File: src/rtl/fib_step_adder.sv
// Ripple-carry adder producing the expected next Fibonacci term.
// Carry-in is zero and the carry-out is dropped (modulo 2^WIDTH).
module fib_step_adder #(
  parameter int WIDTH = 8
) (
  input  logic [WIDTH-1:0] a,
  input  logic [WIDTH-1:0] b,
  output logic [WIDTH-1:0] sum
);

  logic c;

  always_comb begin
    c   = 1'b0;
    sum = '0;
    for (int i = 0; i < WIDTH; i++) begin
      sum[i] = a[i] ^ b[i] ^ c;
      c      = (a[i] & b[i]) | (c & (a[i] ^ b[i]));
    end
  end

endmodule

File: config.mk
export PLATFORM = sky130hd
export DESIGN_NAME = fib_step_adder
export DESIGN_NICKNAME = d
export VERILOG_FILES = /design/src/rtl/fib_step_adder.sv
export SDC_FILE = /design/constraint.sdc
export NUM_CORES = 1
export LEC_CHECK = 0
export ABC_AREA = 1
export BUFFER_PORTS_ARGS = -buffer_cell sky130_fd_sc_hd__buf_2
export CORE_AREA = 2 2 39 41
export DETAILED_ROUTE_END_ITERATION = 16
export DIE_AREA = 0 0 41 43
export SYNTH_ARGS = -nofsm -noshare
export SYNTH_HDL_FRONTEND = slang
export SYNTH_SLANG_ARGS = --single-unit
File: constraint.sdc
create_clock -name vclk -period 3.5
set_clock_uncertainty 0.05 [all_clocks]
set_input_delay 0.35 -clock vclk [all_inputs]
set_output_delay 0.35 -clock vclk [all_outputs]
set_load 0.01 [all_outputs]
---- Yosys cells after proc, flatten, opt, wreduce, memory -nomap -nowiden ----
Cells that the tools add are included.
word-level totals
  register bits after elaboration ......... 0
  input bits .............................. 16
  word-level logic and storage cells ...... 34
  output and inout port bits .............. 8
operators by class
  bitwise logic cells ..................... 34
operators with widths
  operator     number
  $xor 1x1->1  15
  $and 1x1->1  13
  $or 1x1->1   6

---- Depth between registers and ports, before layout ----
  word-level depth ........................ 14
  depth in mapped cells ................... 12
  mapped depth without buffers ............ 12

---- Least setup slack after synthesis ----
Ideal clock, no wire load.
  kind .................................... input port to output port
  start point ............................. input a[0]
  end point ............................... output sum[7]
  setup slack ............................. 0.229 ns
  data arrival time ....................... 2.871 ns
  path buffers ............................ 0
  cell stages on the path ................. 12
  path through ............................ ha_1 inv_1 fa_1 inv_1 fa_1 fa_1 fa_1 fa_1 fa_1 inv_1 nand3_1 nand2_1
on the way
  word-level cells in the longest chain between the ends .. 14
RTL lines
  what                       line  RTL
  start: declaration         6     input logic [WIDTH-1:0] a,
  $and 1x1->1 (2 in series)  18    c = (a[i] & b[i]) | (c & (a[i] ^ b[i]));
  $or 1x1->1                 18
  $and 1x1->1                18
  $or 1x1->1                 18
  $and 1x1->1                18
  $or 1x1->1                 18
  $and 1x1->1                18
  $or 1x1->1                 18
  $and 1x1->1                18
  $or 1x1->1                 18
  $and 1x1->1                18
  $or 1x1->1                 18
  $xor 1x1->1                17    sum[i] = a[i] ^ b[i] ^ c;
  end: declaration           8     output logic [WIDTH-1:0] sum
No other way between the ends.

---- Final worst setup path ----
  start point ............................. input b[0]
  end point ............................... output sum[6]
on the way
  word-level cells in the longest chain between the ends .. 12
RTL lines
  what                       line  RTL
  start: declaration         7     input logic [WIDTH-1:0] b,
  $and 1x1->1 (2 in series)  18
  $or 1x1->1                 18
  $and 1x1->1                18
  $or 1x1->1                 18
  $and 1x1->1                18
  $or 1x1->1                 18
  $and 1x1->1                18
  $or 1x1->1                 18
  $and 1x1->1                18
  $or 1x1->1                 18
  $xor 1x1->1                17
No other way between the ends.

==> summary.log <==
INFO  outcome        status=completed
INFO  global_route   grt_pass1_wl=572µm
INFO  pwr            sequentialPowerShare=0%
INFO  sta            report.final.slew_viol_count=0
INFO  sta            grt_setup_unrepaired=yes
INFO  drt            detailroute.via_count=228
INFO  cells_and_area fin_nets=70
INFO  logic_synthesis netlist.top_cell.by_area=sky130_fd_sc_hd__fa_1
INFO  logic_synthesis seq_area_frac_synth=0%
INFO  logic_synthesis ys_types=6
INFO  floorplan      chipWidth=41µm
INFO  place          routabilityCongestion=0.5664
INFO  logic_synthesis netlist_top_cells_area=sky130_fd_sc_hd__fa_1 64%, sky130_fd_sc_hd__inv_1 16%, sky130_fd_sc_hd__nand2_1 7.9%
INFO  pwr            switching_share=50.79%
INFO  logic_synthesis synth.cell_area=188.9µm²
INFO  sta            period_share=97.31%
INFO  sta            tightest_slew=96.27ps
INFO  worst_setup_path crit_path_frequent_cell=sky130_fd_sc_hd__fa_2
INFO  worst_setup_path worst-path-buf-inv=4
INFO  sta            maximum_frequency_from_static_timing_analysis=293.6MHz
INFO  pwr            irDropWorstVdd=0.04204mV
INFO  floorplan      design.portCount=24
INFO  drt            post_drt_via_cell_ratio=3.738
INFO  logic_synthesis synth.net_count=44
INFO  sta            final_hold_viol_count=0
INFO  place          numPortBuffers=24
INFO  pwr            clockPowerShare=0%
INFO  sta            max-slew-margin-rel=93.57%
INFO  drt            post_drt_wl_per_cell=7.885µm
INFO  worst_setup_path critical_path.cell_chain=buf_6 -> ha_4 -> inv_2 -> fa_2 -> inv_2 -> fa_2 -> fa_2 -> fa_2 -> fa_2 -> fa_2 -> buf_2
INFO  drt            drt_pre_antenna_iters=1
INFO  pwr            power_frac_comb=100.0%
INFO  drt            finalWirelength=481µm
INFO  worst_setup_path critPathTopFamily=adder cells
INFO  sta            setup_viol=0
INFO  worst_setup_path cp.arrival=3010ps
INFO  floorplan      placement_rows=14
INFO  worst_setup_path crit_path_top_delay_cell=sky130_fd_sc_hd__fa_2
INFO  sta            worst_slack=94.18ps
INFO  floorplan      floorplan.initialDensity=13.65%
INFO  pwr            net-switching-power=0.00003136W
INFO  place          preCtsSetupSlack=-62.62ps
INFO  cells_and_area antenna_diode_count=0
INFO  pwr            p_int=0.00003038W
INFO  worst_setup_path worst_setup_path_end_kind=output pin
INFO  sta            timing.final.crit_period=3406ps
INFO  pwr            cellLeakagePower=0.2039nW
INFO  logic_synthesis yosys.area.top_type_share=63.58%
INFO  clocking       cts_hold_repair.buffers=0
INFO  cells_and_area drive_gt1_share=80.00%
INFO  logic_synthesis netlist_instances=21
INFO  logic_synthesis syn_area_cell=8.997µm²
INFO  floorplan      placeableCoreArea=0.001384mm²
INFO  cells_and_area layout.sequential_cells=0
INFO  global_route   grt_antenna_before_repair=0
INFO  cells_and_area seqCellArea=0µm²
INFO  worst_setup_path crit_fanout=1
INFO  floorplan      fp.dieArea=0.001763mm²
INFO  worst_setup_path timing.critical_path.required=3100ps
INFO  global_route   first_global_vias=190
INFO  cells_and_area fillCellCount=144
INFO  drt            postRouteAntennaNets=0
INFO  worst_setup_path timing.critical_path.from_type=input port
INFO  global_route   grt_max_degree=3
INFO  drt            first_iter_violations=0
INFO  pwr            power_density=165.0mW/mm²
INFO  sta            worst_hold_slack=943.5ps
INFO  hold_path      worst_hold_path_type=input port to output pin
INFO  cells_and_area clock_buffer_count=0
INFO  worst_setup_path slowest_delay=530ps
INFO  floorplan      die_h=43µm
INFO  cells_and_area area_delta_synth_final=98.01%
INFO  drt            drt_drc_violations_left=0
INFO  global_route   grt_overflow_total=0
INFO  logic_synthesis yosys_warnings=0
INFO  worst_setup_path crit_type=input port to output pin
INFO  job            maxCapViolCount=0
INFO  global_route   grt_usage=4.221%
INFO  place          hpwl=434.1µm
[worst paths after layout]
check | from | cells after the start | to
min | a[0] | 3 | sum[0]
max | b[0] | 11 | sum[6]
[per-layer routing]
layer	track usage, %	routed length, µm	vias to the layer above	share of wire [%]
met5	0	0	-	0
met4	0	0	0	0
met3	2.094	145	0	30
met2	8.438	214	24	44
met1	3.548	121	99	25
li1	-	-	105	-
[area by class of cell]
| type | instances | area, µm² | area share (%) |
|---|---|---|---|
| Inverter | 8 | 30.03 | 8.027 |
| Timing Repair Buffer | 24 | 132.6 | 35.45 |
| Multi-Input combinational cell | 13 | 191.4 | 51.17 |
| Tap cell | 16 | 20.02 | 5.351 |
[what timing repair did]
item | CTS | global route
pin swaps | 0 | 9
endpoints found under the setup margin | 1 | 1
cloned | 0 | 0
resized for setup | 2 | 12
buffers inserted | 0 | 0
[cell families after synthesis]
group	share of synthesized area [%]
adders and majority gates	70.20
buffers and inverters	15.89
and+or+nand+nor	13.90
[stage by stage]
stage               utilization [%]  std cells  setup TNS [ps]  area [µm²]  total power [W]
floorplan                         -         21               0       188.9       0.00003120
global placement              23.78         61          -32.78       329.1       0.00005397
detailed placement            23.78         61          -62.62       329.1       0.00005554
CTS                           24.14         61               0       334.1       0.00005644
global route                  27.03         61          -34.31       374.1       0.00007303
finish                        27.03         61               0       374.1       0.00006174
[power by group through the flow]
stage | Sequential [W] | Clock, W | Combinational [W]
after floorplan | 0 | 0 | 0.0000312
after global placement | 0 | 0 | 0.0000540
after detailed placement | 0 | 0 | 0.0000555
after CTS | 0 | 0 | 0.0000564
after global routing | 0 | 0 | 0.0000730
final | 0 | 0 | 0.0000617
[cells in the mapped netlist]
cell type                 n
sky130_fd_sc_hd__inv_1    8
sky130_fd_sc_hd__nand2_1  4
sky130_fd_sc_hd__nand2_2  1
sky130_fd_sc_hd__ha_1     1
sky130_fd_sc_hd__nand3_1  1
sky130_fd_sc_hd__fa_1     6
[cell usage in the layout (no fill, tap or decap)]
cell type,netlist,routed
sky130_fd_sc_hd__ha_4,0,1
sky130_fd_sc_hd__inv_2,0,3
sky130_fd_sc_hd__buf_2,0,22
sky130_fd_sc_hd__nand3_2,0,1
sky130_fd_sc_hd__buf_6,0,2
sky130_fd_sc_hd__inv_1,8,5
sky130_fd_sc_hd__nand2_2,1,1
sky130_fd_sc_hd__nand2_1,4,4
sky130_fd_sc_hd__fa_2,0,6
Power figures use the tool's default switching activity.
